<file path="src/rtl/tcp_tx_seg_gen.sv">
// TCP transmit segment generator: reads flow TX state and buffer pointers,
// sizes one segment, enqueues its header descriptor and writes back snd_nxt.
module tcp_tx_seg_gen #(
    parameter int FLOWID_W         = 6,
    parameter int TX_PAYLOAD_PTR_W = 14,
    parameter int MAX_SEG_BYTES    = 1460
) (
    input  logic                            clk,
    input  logic                            rst,
    input  logic                            sched_tx_val,
    input  logic [FLOWID_W-1:0]             sched_tx_flowid,
    input  logic                            sched_tx_force_ack,
    output logic                            sched_tx_rdy,
    output logic                            tx_state_rd_req_val,
    output logic [FLOWID_W-1:0]             tx_state_rd_req_addr,
    input  logic                            tx_state_rd_req_rdy,
    input  logic                            tx_state_rd_resp_val,
    input  logic [81+TX_PAYLOAD_PTR_W-1:0]  tx_state_rd_resp_data,
    output logic                            tx_state_rd_resp_rdy,
    output logic                            tx_ptr_rd_req_val,
    output logic [FLOWID_W-1:0]             tx_ptr_rd_req_addr,
    input  logic                            tx_ptr_rd_req_rdy,
    input  logic                            tx_ptr_rd_resp_val,
    input  logic [2*TX_PAYLOAD_PTR_W+1:0]   tx_ptr_rd_resp_data,
    output logic                            tx_ptr_rd_resp_rdy,
    output logic                            tx_state_wr_req_val,
    output logic [FLOWID_W-1:0]             tx_state_wr_req_addr,
    output logic [33+TX_PAYLOAD_PTR_W-1:0]  tx_state_wr_req_data,
    input  logic                            tx_state_wr_req_rdy,
    output logic                            send_pkt_enq_val,
    output logic [FLOWID_W-1:0]             send_pkt_enq_flowid,
    output logic [31:0]                     send_pkt_enq_seq,
    output logic [31:0]                     send_pkt_enq_ack,
    output logic [7:0]                      send_pkt_enq_flags,
    output logic [TX_PAYLOAD_PTR_W-1:0]     send_pkt_enq_payload_addr,
    output logic [15:0]                     send_pkt_enq_payload_len,
    input  logic                            send_pkt_enq_rdy
);
    localparam int PW = TX_PAYLOAD_PTR_W + 1;

    typedef enum logic [2:0] {
        IDLE, RD_REQ, RD_RESP, CALC, EMIT, WR_BACK
    } state_t;

    state_t              state_q, state_d;
    logic [FLOWID_W-1:0] flowid_q;
    logic                force_q;
    logic                st_iss_q, ptr_iss_q, st_got_q, ptr_got_q;
    logic [31:0]         snd_nxt_q, rcv_nxt_q;
    logic [15:0]         snd_wnd_q, len_q, len_d;
    logic [PW-1:0]       next_ptr_q, head_q, tail_q;
    logic [PW-1:0]       unsent, inflight;
    logic [31:0]         usable, len32;

    logic sched_fire, st_req_fire, ptr_req_fire, st_resp_fire, ptr_resp_fire;

    assign sched_fire    = sched_tx_val & sched_tx_rdy;
    assign st_req_fire   = tx_state_rd_req_val & tx_state_rd_req_rdy;
    assign ptr_req_fire  = tx_ptr_rd_req_val & tx_ptr_rd_req_rdy;
    assign st_resp_fire  = tx_state_rd_resp_val & tx_state_rd_resp_rdy;
    assign ptr_resp_fire = tx_ptr_rd_resp_val & tx_ptr_rd_resp_rdy;

    assign sched_tx_rdy         = (state_q == IDLE);
    assign tx_state_rd_req_val  = (state_q == RD_REQ) && !st_iss_q;
    assign tx_ptr_rd_req_val    = (state_q == RD_REQ) && !ptr_iss_q;
    assign tx_state_rd_resp_rdy = (state_q == RD_RESP) && !st_got_q;
    assign tx_ptr_rd_resp_rdy   = (state_q == RD_RESP) && !ptr_got_q;
    assign tx_state_rd_req_addr = flowid_q;
    assign tx_ptr_rd_req_addr   = flowid_q;

    // Pointer differences wrap modulo 2^(W+1); the wrap bit separates full from empty
    assign unsent   = tail_q - next_ptr_q;
    assign inflight = next_ptr_q - head_q;

    always_comb begin
        usable = '0;
        if (32'(snd_wnd_q) > 32'(inflight))
            usable = 32'(snd_wnd_q) - 32'(inflight);
        len32 = 32'(unsent);
        if (usable < len32)
            len32 = usable;
        if (32'(MAX_SEG_BYTES) < len32)
            len32 = 32'(MAX_SEG_BYTES);
        len_d = 16'(len32);
    end

    assign send_pkt_enq_val          = (state_q == EMIT);
    assign send_pkt_enq_flowid       = flowid_q;
    assign send_pkt_enq_seq          = snd_nxt_q;
    assign send_pkt_enq_ack          = rcv_nxt_q;
    assign send_pkt_enq_flags        = (len_q != 16'd0) ? 8'h18 : 8'h10;
    assign send_pkt_enq_payload_addr = next_ptr_q[TX_PAYLOAD_PTR_W-1:0];
    assign send_pkt_enq_payload_len  = len_q;

    assign tx_state_wr_req_val  = (state_q == WR_BACK);
    assign tx_state_wr_req_addr = flowid_q;
    assign tx_state_wr_req_data = {snd_nxt_q + 32'(len_q),
                                   next_ptr_q + PW'(len_q)};

    always_comb begin
        state_d = state_q;
        unique case (state_q)
            IDLE:
                if (sched_fire) state_d = RD_REQ;
            RD_REQ:
                if ((st_iss_q | st_req_fire) && (ptr_iss_q | ptr_req_fire))
                    state_d = RD_RESP;
            RD_RESP:
                if ((st_got_q | st_resp_fire) && (ptr_got_q | ptr_resp_fire))
                    state_d = CALC;
            CALC:
                state_d = (len_d != 16'd0 || force_q) ? EMIT : IDLE;
            EMIT:
                if (send_pkt_enq_rdy)
                    state_d = (len_q != 16'd0) ? WR_BACK : IDLE;
            WR_BACK:
                if (tx_state_wr_req_rdy) state_d = IDLE;
            default:
                state_d = IDLE;
        endcase
    end

    always_ff @(posedge clk or posedge rst) begin
        if (rst) begin
            state_q    <= IDLE;
            flowid_q   <= '0;
            force_q    <= 1'b0;
            st_iss_q   <= 1'b0;
            ptr_iss_q  <= 1'b0;
            st_got_q   <= 1'b0;
            ptr_got_q  <= 1'b0;
            snd_nxt_q  <= '0;
            rcv_nxt_q  <= '0;
            snd_wnd_q  <= '0;
            next_ptr_q <= '0;
            head_q     <= '0;
            tail_q     <= '0;
            len_q      <= '0;
        end else begin
            state_q <= state_d;
            if (sched_fire) begin
                flowid_q  <= sched_tx_flowid;
                force_q   <= sched_tx_force_ack;
                st_iss_q  <= 1'b0;
                ptr_iss_q <= 1'b0;
                st_got_q  <= 1'b0;
                ptr_got_q <= 1'b0;
            end
            if (st_req_fire)  st_iss_q  <= 1'b1;
            if (ptr_req_fire) ptr_iss_q <= 1'b1;
            if (st_resp_fire) begin
                st_got_q <= 1'b1;
                {snd_nxt_q, rcv_nxt_q, snd_wnd_q, next_ptr_q} <= tx_state_rd_resp_data;
            end
            if (ptr_resp_fire) begin
                ptr_got_q <= 1'b1;
                {head_q, tail_q} <= tx_ptr_rd_resp_data;
            end
            if (state_q == CALC) len_q <= len_d;
        end
    end
endmodule

</file>
<file path="config.mk">
export PLATFORM = sky130hd
export DESIGN_NAME = tcp_tx_seg_gen
export DESIGN_NICKNAME = d
export VERILOG_FILES = /design/src/rtl/tcp_tx_seg_gen.sv
export SDC_FILE = /design/constraint.sdc
export NUM_CORES = 1
export LEC_CHECK = 0
export ABC_CLOCK_PERIOD_IN_PS = 21000
export BUFFER_PORTS_ARGS = -buffer_cell sky130_fd_sc_hd__buf_4
export CAP_MARGIN = 20
export CORE_AREA = 2 2 181 183
export DETAILED_ROUTE_END_ITERATION = 7
export DIE_AREA = 0 0 183 185
export PLACE_DENSITY_LB_ADDON = 0.12
export SYNTH_ARGS = -nofsm -noshare
export SYNTH_HDL_FRONTEND = slang
export SYNTH_SLANG_ARGS = --single-unit
</file>
<file path="constraint.sdc">
create_clock -name clk -period 21 [get_ports clk]
set_clock_uncertainty 0.15 [all_clocks]
set_input_delay 4.2 -clock clk [delete_from_list [all_inputs] [get_ports clk]]
set_output_delay 4.2 -clock clk [all_outputs]
set_load 0.02 [all_outputs]
</file>
==> results of run 1 <==
## cells in the mapped netlist (3+ instances only)
library cell / instances / area [µm²]
dfrtp_1: 155 / 3880
mux2_2: 134 / 1510
ha_1: 87 / 1090
inv_1: 71 / 267
nor2_1: 65 / 244
nand2_1: 61 / 229
a21oi_1: 48 / 240
buf_4: 42 / 315
xnor2_1: 40 / 350
o21ai_0: 37 / 185
xor2_1: 37 / 324
nor3_1: 24 / 120
nand3_1: 19 / 95.1
a21o_1: 18 / 135
a31oi_1: 15 / 93.8
and2_1: 14 / 87.6
clkbuf_1: 13 / 48.8
and3_1: 11 / 68.8
nand2b_1: 11 / 68.8
a211oi_1: 9 / 67.6
nor2b_1: 9 / 56.3
nor4_1: 9 / 56.3
o211ai_1: 8 / 60.1
o21a_1: 8 / 60.1
buf_1: 7 / 26.3
or2_2: 7 / 43.8
a211o_1: 6 / 52.6
a21boi_0: 6 / 45.0
a32o_1: 6 / 60.1
buf_2: 6 / 30.0
nand4_1: 6 / 37.5
o21ai_1: 6 / 30.0
fa_1: 5 / 100
o21bai_1: 5 / 37.5
a31o_2: 4 / 35.0
or3_1: 4 / 25.0
a221o_1: 3 / 30.0
a22o_1: 3 / 26.3
and4_1: 3 / 26.3
nor3b_1: 3 / 22.5
nor4b_1: 3 / 26.3
or4_1: 3 / 22.5
## logic make-up after synthesis
| kind of cell | count (synthesis) | synth area share [%] |
|---|---|---|
| AO/OA/AOI/OAI | 211 | 13.5 |
| multiplexers | 135 | 14.1 |
| flip-flops | 155 | 36.0 |
| other | 2 | 0.0697 |
| adder cells (fa/ha/maj) | 92 | 11.0 |
| XOR/XNOR | 77 | 6.26 |
| buffers and inverters | 142 | 6.57 |
| AND/OR/NAND/NOR | 264 | 12.5 |
## flip-flops by register name, indices dropped and copies added (netlist names)
| register | flops |
|---|---|
| force_q | 1 |
| head_q | 15 |
| next_ptr_q | 15 |
| ptr_got_q | 1 |
| ptr_iss_q | 1 |
| send_pkt_enq_ack | 32 |
| send_pkt_enq_flowid | 6 |
| send_pkt_enq_payload_len | 16 |
| send_pkt_enq_seq | 32 |
| snd_wnd_q | 16 |
| st_got_q | 1 |
| st_iss_q | 1 |
| state_q | 3 |
| tail_q | 15 |
## per-layer routing
metal	track usage (%)	vias up	part of all wire, %
met5	0	-	0
met4	5.38	0	1.5
met3	3.20	22	4.5
met2	30.7	213	48
met1	25.2	4276	46
li1	-	4346	-
## worst max-delay path, stage by stage, from the launching register on
cell and delay, ns:
dfrtp_1 0.49, ha_1 0.23, inv_1 0.06, fa_1 0.39, nor2b_1 0.11, o21ai_0 0.11, a211o_1 0.35, a31oi_1 0.33
a41oi_1 0.23, a21oi_1 0.23, o22ai_1 0.28, nor3_1 0.27, xor2_1 0.18, buf_4 0.16
## final cells by class
cell class                      instances  area share (%)
Timing Repair Buffer                  318            17.2
Tap cell                              408            3.68
Inverter                               72            1.99
Clock buffer                           19            3.27
Multi-Input combinational cell        786            44.8
Antenna cell                            1          0.0180
Sequential cell                       155            28.0
Clock inverter                         13            1.07
## per-stage QoR
step                cell area (µm²)  util [%]  setup slack, ns  cells  hold slack (ns)
floorplan                     10800         -            12.47   1083            0.320
global placement              13300      41.4            13.31   1739            0.340
detailed placement            13300      41.4            13.27   1739            0.344
CTS                           13900      43.3            12.76   1771            0.359
global route                  13900      43.3            12.50   1772            0.365
finish                        13900      43.3            12.77   1772            0.355
## placed cells by master, fill, tap and decap left out, drive strengths merged, types with 5 or more instances in the layout
master,Yosys,routed
mux2,134,134
inv,72,80
clkbuf,14,19
nor2,65,65
a21oi,50,50
and2,15,15
ha,87,87
a31oi,15,15
o211ai,9,9
a21o,18,18
nor4,9,9
nor3,24,24
or2,8,8
a32o,6,6
xnor2,40,40
dfrtp,155,155
fa,5,5
nand2,61,61
nand4,6,6
nor2b,9,9
xor2,37,37
o21ai,44,44
nand3,20,20
nand2b,11,11
and3,11,11
a31o,5,5
a211oi,10,10
a21boi,6,6
buf,56,318
a211o,6,6
conb,2,7
o21bai,5,5
o21a,8,8
## worst min path at each step
stage	startpoint	end	slack (ns)
floorplan	force_q$_DFFE_PP0P_	force_q$_DFFE_PP0P_	0.32
global placement	send_pkt_enq_ack[1]$_DFFE_PP0P_	send_pkt_enq_ack[1]$_DFFE_PP0P_	0.34
detailed placement	head_q[7]$_DFFE_PP0P_	head_q[7]$_DFFE_PP0P_	0.34
CTS	head_q[4]$_DFFE_PP0P_	head_q[4]$_DFFE_PP0P_	0.36
global route	head_q[4]$_DFFE_PP0P_	head_q[4]$_DFFE_PP0P_	0.37
finish	head_q[4]$_DFFE_PP0P_	head_q[4]$_DFFE_PP0P_	0.35
==> results by group, run 1 <==
Critical path
  – Startpoint Class: flop
  – Worst Setup End Kind: output port
  – Crit. Startpoint: send_pkt_enq_payload_len[0]$_DFFE_PP0P_
  – Data arrival, critical path: 3.88 ns
  – Reg2reg end: send_pkt_enq_payload_len[3]$_DFFE_PP0P_
  – Flop2flop setup slack: 13.14 ns
  – CP endpoint: tx_state_wr_req_data[35]
  – WS Path Type: flop to output port
  – Worst endpoint required time: 16.65 ns
  – Crit path max fanout: 8
  – Worst R2R Path Depth: 30
  – Worst R2R Start: next_ptr_q[0]$_DFFE_PP0P_

Yosys
  – Synthesized area: 10800 µm²
  – Post-synth EDFFs: 0
  – Ys async rst share: 100%
  – Synth cell types: 79
  – Synth warnings: 0
  – Register area share after synthesis: 36.0%
  – Syn_area_per_cell: 9.99 µm²
  – Flops & latches, synth: 155
  – Top FF cell, synth: dfrtp_1
  – Cells after Synth: 1078

Floorplan
  – Die area: 33900 µm²
  – Num ports: 321
  – Site Rows: 66
  – Initial Util: 33.6%
  – Core footprint: 32000 µm²
  – Die width: 183 µm
  – Die Y: 185 µm

STA
  – Fin. Hold Viols: 0
  – Slew Limit Fails: 0
  – Setup TNS: 0 ns
  – Period utilization: 39.2%
  – Rel. slew slack: 38.5%
  – RSZ-0062 raised after global routing: no
  – Final setup fails: 0
  – Slew @ Worst Pin: 0.923 ns
  – Final min period: 8.23 ns
  – Max Clk Rate: 0.122 GHz

Global route
  – Largest net degree at the start of global routing: 88
  – First-pass GRT wire length: 48600 µm
  – GRT Util Overall: 18.7%
  – Vias in the first global route: 8624
  – GRT overflow: 0
  – Initial antenna violation count: 1

Status
  – Outcome: finished, final reports clean

CTS
  – CTS resizes: 0
  – CTS tree: built
  – Root Buffer: clkbuf_16
  – Max H-tree Level: 4
  – Post-CTS Hold Buffers: 0
  – Worst skew pair latency: 0.44 ns
  – Setup bufs post-CTS: 0
  – Clk buf depth: 2
  – CTS sink cnt: 155
  – Clock slew at reported path FFs: 0.07 ns
  – CTS Buf Count: 17

Routing
  – Iteration-0 DRC Markers: 472
  – DRC: 0
  – Wire length per cell: 17.9 µm
  – Routed vias: 8857
  – Drt total wl: 31800 µm
  – ANT nets after route: 0
  – DR vias/cell: 5.00
  – First-pass DRT Iterations: 5

Min path
  – Hold path depth: 1
  – Worst min path class: flop to flop

Flow run
  – Max-cap viol count: 0

Final layout
  – Share of layout cells above drive strength 1: 37.4%
  – Sequential cell area: 3880 µm²
  – Fill count: 3182
  – Area occupied by multi-input gates: 6210 µm²
  – Layout area overhead: 28.8%
  – NumNets Final: 1583

Placed design
  – PortBufs: 313
  – HPWL after DPL: 25100 µm
  – Final Wtd Congestion: 0.831
Power of run 1 is not shown: default switching activity piles up to over one toggle a cycle in this logic, so the estimate is an artifact.
==> run 2, diff against run 1 <==
Settings changed: ABC_AREA set to 1, ABC_CLOCK_PERIOD_IN_PS 21000 to 7700, CORE_AREA 2 2 181 183 to 2 2 179 181, DIE_AREA 0 0 183 185 to 0 0 181 183.
Clock period 21 ns to 7.7 ns, I/O delays scaled along.
==> run 2 against run 1 <==
  * Sequential share of layout area grew 0.55 points
  * Synthesized cell count increased by 14%
  * Via count rose by 2.2%
  * First-iteration DRC count is 26% lower
  * Highest routed layer unchanged
==> results by group, run 2 <==
CTS
  – Clock slew at reported path FFs: 0.07 ns
  – CTS resizes: 0
  – Max H-tree Level: 4
  – Root Buffer: clkbuf_16
  – Worst skew pair latency: 0.44 ns
  – Post-CTS Hold Buffers: 0
  – Setup bufs post-CTS: 0
  – CTS sink cnt: 155
  – CTS Buf Count: 17
  – Clk buf depth: 2
  – CTS tree: built

Critical path
  – Worst endpoint required time: 7.88 ns
  – Slowest cell on crit path: and3_2
  – Flop2flop setup slack: 0.97 ns
  – Crit path max fanout: 19
  – WS Path Type: flop to flop
  – Worst R2R Path Depth: 40
  – Most used cell, CP: nand2_1
  – Reg2reg end: send_pkt_enq_payload_len[4]$_DFFE_PP0P_
  – Worst R2R Start: next_ptr_q[0]$_DFFE_PP0P_
  – Max incr delay on CP: 0.43 ns
  – Data arrival, critical path: 6.91 ns
  – Worst Setup End Kind: flop
  – Startpoint Class: flop

Final layout
  – NumNets Final: 1734
  – Sequential cell area: 3880 µm²
  – Area occupied by multi-input gates: 5650 µm²
  – Layout area overhead: 29.9%
  – Commonest non-fill, non-tap cell in the layout: buf_4
  – Most frequent cells in the layout: buf_4 (317), nand2_1 (224), dfrtp_1 (155)
  – Fill count: 3190
  – Share of layout cells above drive strength 1: 30.3%

Routing
  – Drt total wl: 32400 µm
  – Routed vias: 9053
  – DR vias/cell: 4.72
  – ANT nets after route: 0
  – Iteration-0 DRC Markers: 347
  – DRC: 0
  – First-pass DRT Iterations: 4
  – Met1 Wirelength: 14500 µm
  – DR top layer: met4
  – Wire length per cell: 16.9 µm
  – WL met2: 15000 µm
  – Metal3 WL: 2450 µm

STA
  – Hold_ws: 0.345 ns
  – Fin. Hold Viols: 0
  – RSZ-0062 raised after global routing: no
  – Period utilization: 87.5%
  – Slew Limit Fails: 0
  – Final min period: 6.73 ns
  – Final setup fails: 0
  – Slew @ Worst Pin: 1.02 ns
  – Max Clk Rate: 0.149 GHz
  – Rel. slew slack: 32.2%
  – Setup TNS: 0 ns

Flow run
  – Max-cap viol count: 0

Yosys
  – Commonest cells post-synth: nand2_1 (226), dfrtp_1 (155), inv_1 (145), a21oi_1 (122), nor2_1 (109)
  – Synth warnings: 0
  – Top-count cell post-synth: nand2_1
  – Syn_area_per_cell: 8.54 µm²
  – Register area share after synthesis: 37.1%
  – Area contributors post-synth: dfrtp_1 (37%), ha_1 (10%), mux2_2 (9.0%), nand2_1 (8.1%), a21oi_1 (5.8%)
  – Cells after Synth: 1225
  – Synthesized area: 10500 µm²
  – Flops & latches, synth: 155
  – Most area-hungry cell type in the Yosys netlist: dfrtp_1
  – Post-synth EDFFs: 0
  – Ys async rst share: 100%
  – Top FF cell, synth: dfrtp_1
  – Synth cell types: 51
  – Synth top area share: 37.1%

Placed design
  – Final Wtd Congestion: 0.890
  – HPWL after DPL: 26000 µm
  – PortBufs: 313

Global route
  – Initial antenna violation count: 1
  – GRT Util Overall: 19.7%
  – First-pass GRT wire length: 50600 µm
  – GRT overflow: 0
  – Vias in the first global route: 9193
  – Largest net degree at the start of global routing: 96

Min path
  – Worst hold endpoint: ptr_got_q$_DFFE_PP0P_
  – Hold path depth: 2
  – Worst min path class: flop to flop
  – Min-delay src: ptr_got_q$_DFFE_PP0P_

Floorplan
  – Initial Util: 33.5%
  – Die area: 33100 µm²
  – Num ports: 321
  – Site Rows: 65
  – Core footprint: 31200 µm²
  – Die Y: 183 µm
  – Die width: 181 µm

Status
  – Outcome: finished, final reports clean
[run 2: metrics by stage]
stage / instance area (µm²) / std cells / utilization, % / setup WS (ns)
6_report: 13600 / 1918 / 43.5 / 0.966
5_1_grt: 13600 / 1917 / 43.5 / 0.0380
4_1_cts: 13600 / 1916 / 43.5 / 0.774
3_5_place_dp: 13000 / 1884 / 41.5 / 0.827
3_3_place_gp: 13000 / 1884 / 41.5 / 0.950
2_1_floorplan: 10500 / 1230 / - / 1.83
[run 2: layout make-up]
cell class              count  area share [%]
well taps                 402            3.70
clock inverters            15            1.47
repair buffers            317            17.5
flip-flops and latches    155            28.5
clock buffers              17            3.13
inverters                 148            4.12
multi-input cells         862            41.5
diodes                      2          0.0368
[run 2: layer usage]
layer / up-vias / track usage (%)
li1: 4535 / -
met2: 290 / 32.9
met1: 4208 / 25.0
met3: 20 / 6.33
met4: 0 / 4.26
met5: - / 0
[run 2: worst max-delay path by stage]
stage / start / to / cells past startpoint
after global routing: next_ptr_q[0]$_DFFE_PP0P_ / send_pkt_enq_payload_len[2]$_DFFE_PP0P_ / 40
after floorplan: rst / force_q$_DFFE_PP0P_ / 1
after CTS: next_ptr_q[0]$_DFFE_PP0P_ / send_pkt_enq_payload_len[4]$_DFFE_PP0P_ / 40
after detailed placement: next_ptr_q[0]$_DFFE_PP0P_ / send_pkt_enq_payload_len[4]$_DFFE_PP0P_ / 40
final: next_ptr_q[0]$_DFFE_PP0P_ / send_pkt_enq_payload_len[4]$_DFFE_PP0P_ / 40
after global placement: next_ptr_q[0]$_DFFE_PP0P_ / send_pkt_enq_payload_len[10]$_DFFE_PP0P_ / 40
[run 2: kinds of logic (layout without fill, tap and decap cells)]
kind of cell / Yosys count / after routing / synth area share (%)
buffers and inverters: 213 / 497 / 9.28
XOR/XNOR: 76 / 76 / 6.36
adder cells (fa/ha/maj): 92 / 92 / 11.4
other: 2 / 9 / 0.0718
AND/OR/NAND/NOR: 424 / 424 / 17.4
AO/OA/AOI/OAI: 179 / 179 / 9.40
multiplexers: 84 / 84 / 9.04
flip-flops: 155 / 155 / 37.1
[run 2: worst max-delay path: cells and delay by family, from the launching register on]
family                   cells  cell delay [ns]
AND/OR/NAND/NOR             19             2.42
AO/OA/AOI/OAI               12             2.06
adder cells (fa/ha/maj)      4             1.09
flip-flops                   1             0.42
buffers and inverters        4             0.34
XOR/XNOR                     1             0.14
Power of run 2 is left out for the same reason.
==> run 3, diff against run 2 <==
Settings changed: BUFFER_PORTS_ARGS -buffer_cell sky130_fd_sc_hd__buf_4 to -buffer_cell sky130_fd_sc_hd__buf_2, CORE_AREA 2 2 179 181 to 2 2 144 146, DIE_AREA 0 0 181 183 to 0 0 146 148.
==> run 3 against run 2 <==
  * Cell count decreased by 6.9%
  * Non-clock buffer count unchanged
  * Die area decreased by 35%
  * Highest routed layer unchanged
==> results by group, run 3 (synthesis gave the netlist of run 2 again) <==
Status
  – Outcome: finished, final reports clean

Global route
  – Largest net degree at the start of global routing: 92
  – Initial antenna violation count: 1
  – Vias in the first global route: 8909
  – GRT Util Overall: 27.4%
  – First-pass GRT wire length: 46500 µm
  – GRT overflow: 0

Routing
  – Wire length per cell: 16.5 µm
  – DRC: 0
  – Drt total wl: 29400 µm
  – DR vias/cell: 5.13
  – Iteration-0 DRC Markers: 597
  – First-pass DRT Iterations: 5
  – ANT nets after route: 0
  – Routed vias: 9155

Floorplan
  – Core footprint: 20000 µm²
  – Num ports: 321
  – Die width: 146 µm
  – Initial Util: 52.2%
  – Die Y: 148 µm
  – Die area: 21600 µm²
  – Site Rows: 52

STA
  – Fin. Hold Viols: 0
  – Final min period: 6.63 ns
  – Final setup fails: 0
  – Setup TNS: 0 ns
  – Period utilization: 86.1%
  – RSZ-0062 raised after global routing: no
  – Slew Limit Fails: 0
  – Slew @ Worst Pin: 0.918 ns
  – Max Clk Rate: 0.151 GHz
  – Rel. slew slack: 38.8%

Placed design
  – HPWL after DPL: 23300 µm
  – Final Wtd Congestion: 0.949
  – PortBufs: 313

Critical path
  – Worst R2R Start: next_ptr_q[0]$_DFFE_PP0P_
  – Slowest cell on crit path: and3_2
  – Startpoint Class: flop
  – Worst R2R Path Depth: 40
  – Worst endpoint required time: 7.86 ns
  – Flop2flop setup slack: 1.07 ns
  – Max incr delay on CP: 0.44 ns
  – Data arrival, critical path: 6.79 ns
  – Crit path max fanout: 19
  – Most used cell, CP: nand2_1
  – WS Path Type: flop to flop
  – Reg2reg end: send_pkt_enq_payload_len[7]$_DFFE_PP0P_
  – Delay-heaviest family, CP: simple AND/OR/NAND/NOR gates
  – Worst Setup End Kind: flop
  – WP buf/inv: 4

CTS
  – Clock slew at reported path FFs: 0.07 ns
  – Worst skew pair latency: 0.43 ns
  – Root Buffer: clkbuf_16
  – Clk buf depth: 2
  – CTS tree: built
  – CTS sink cnt: 155
  – Post-CTS Hold Buffers: 0
  – CTS Buf Count: 17
  – Max H-tree Level: 4

Final layout
  – Commonest non-fill, non-tap cell in the layout: buf_2
  – NumNets Final: 1734
  – Most frequent cells in the layout: buf_2 (313), nand2_1 (225), dfrtp_1 (155)
  – Share of layout cells above drive strength 1: 30.2%
  – Fill count: 1863
  – Layout area overhead: 20.5%

Min path
  – Worst hold endpoint: ptr_got_q$_DFFE_PP0P_
  – Hold path depth: 2
  – Min-delay src: ptr_got_q$_DFFE_PP0P_
  – Worst min path class: flop to flop

Flow run
  – Max-cap viol count: 0
==> run 3: cell count changes in the layout (fill, tap and decap cells not counted), moves of 2 or more <==
cell / change
clkinv_4: -2
inv_8: +2
buf_4: -313
clkinv_8: +4
bufinv_16: -3
buf_2: +313
==> run 3: repair_timing <==
item,in CTS,in global routing
setup buffers,0,0
setup endpoints to repair,0,6
gates resized for setup,0,1
==> run 3: worst max path at each step <==
stage          slack, ns  cells past startpoint                                       end                 startpoint
3_5_place_dp        0.85                     40   send_pkt_enq_payload_len[7]$_DFFE_PP0P_  next_ptr_q[0]$_DFFE_PP0P_
6_report            1.07                     40   send_pkt_enq_payload_len[7]$_DFFE_PP0P_  next_ptr_q[0]$_DFFE_PP0P_
3_3_place_gp        0.96                     40  send_pkt_enq_payload_len[10]$_DFFE_PP0P_  next_ptr_q[0]$_DFFE_PP0P_
5_1_grt             0.21                     39   send_pkt_enq_payload_len[7]$_DFFE_PP0P_  next_ptr_q[0]$_DFFE_PP0P_
2_1_floorplan       1.83                      1                       force_q$_DFFE_PP0P_                        rst
4_1_cts             0.82                     40   send_pkt_enq_payload_len[7]$_DFFE_PP0P_  next_ptr_q[0]$_DFFE_PP0P_
==> run 3: metal layers <==
metal  track usage [%]  wire length [µm]  vias to the layer above  share of wire [%]
met2              45.6             13800                      311                 47
met5                 0                 0                        -                  0
met1              36.2             12900                     4273                 44
met3              5.28              2000                       39                6.8
met4              9.17               656                        0                2.2
li1                  -                 -                     4532                  -
==> run 3: worst register-to-register path, delay by kind of cell, from the launching register on <==
kind	cells	cell delay (ns)
flip-flops	1	0.41
adder cells (fa/ha/maj)	4	1.21
AND/OR/NAND/NOR	19	2.44
AO/OA/AOI/OAI	12	1.91
buffers and inverters	4	0.33
XOR/XNOR	1	0.08
==> run 3: metrics by stage <==
step | util [%] | instance area [µm²] | instances | setup WS (ns) | hold slack [ns]
finish | 62.9 | 12600 | 1785 | 1.07 | 0.343
detailed placement | 60.0 | 12000 | 1752 | 0.852 | 0.326
global route | 62.9 | 12600 | 1785 | 0.210 | 0.360
CTS | 62.9 | 12600 | 1784 | 0.818 | 0.344
global placement | 60.0 | 12000 | 1752 | 0.961 | 0.318
floorplan | - | 10500 | 1230 | 1.83 | 0.300
==> run 3: layout make-up <==
type	count	area [µm²]	share of cell area (%)
Antenna cell	1	2.50	0.0198
Clock buffer	17	425	3.37
Clock inverter	15	169	1.34
Inverter	148	561	4.44
Multi-Input combinational cell	862	5640	44.7
Sequential cell	155	3880	30.8
Tap cell	270	338	2.68
Timing Repair Buffer	317	1600	12.7
Power of run 3 is left out for the same reason.
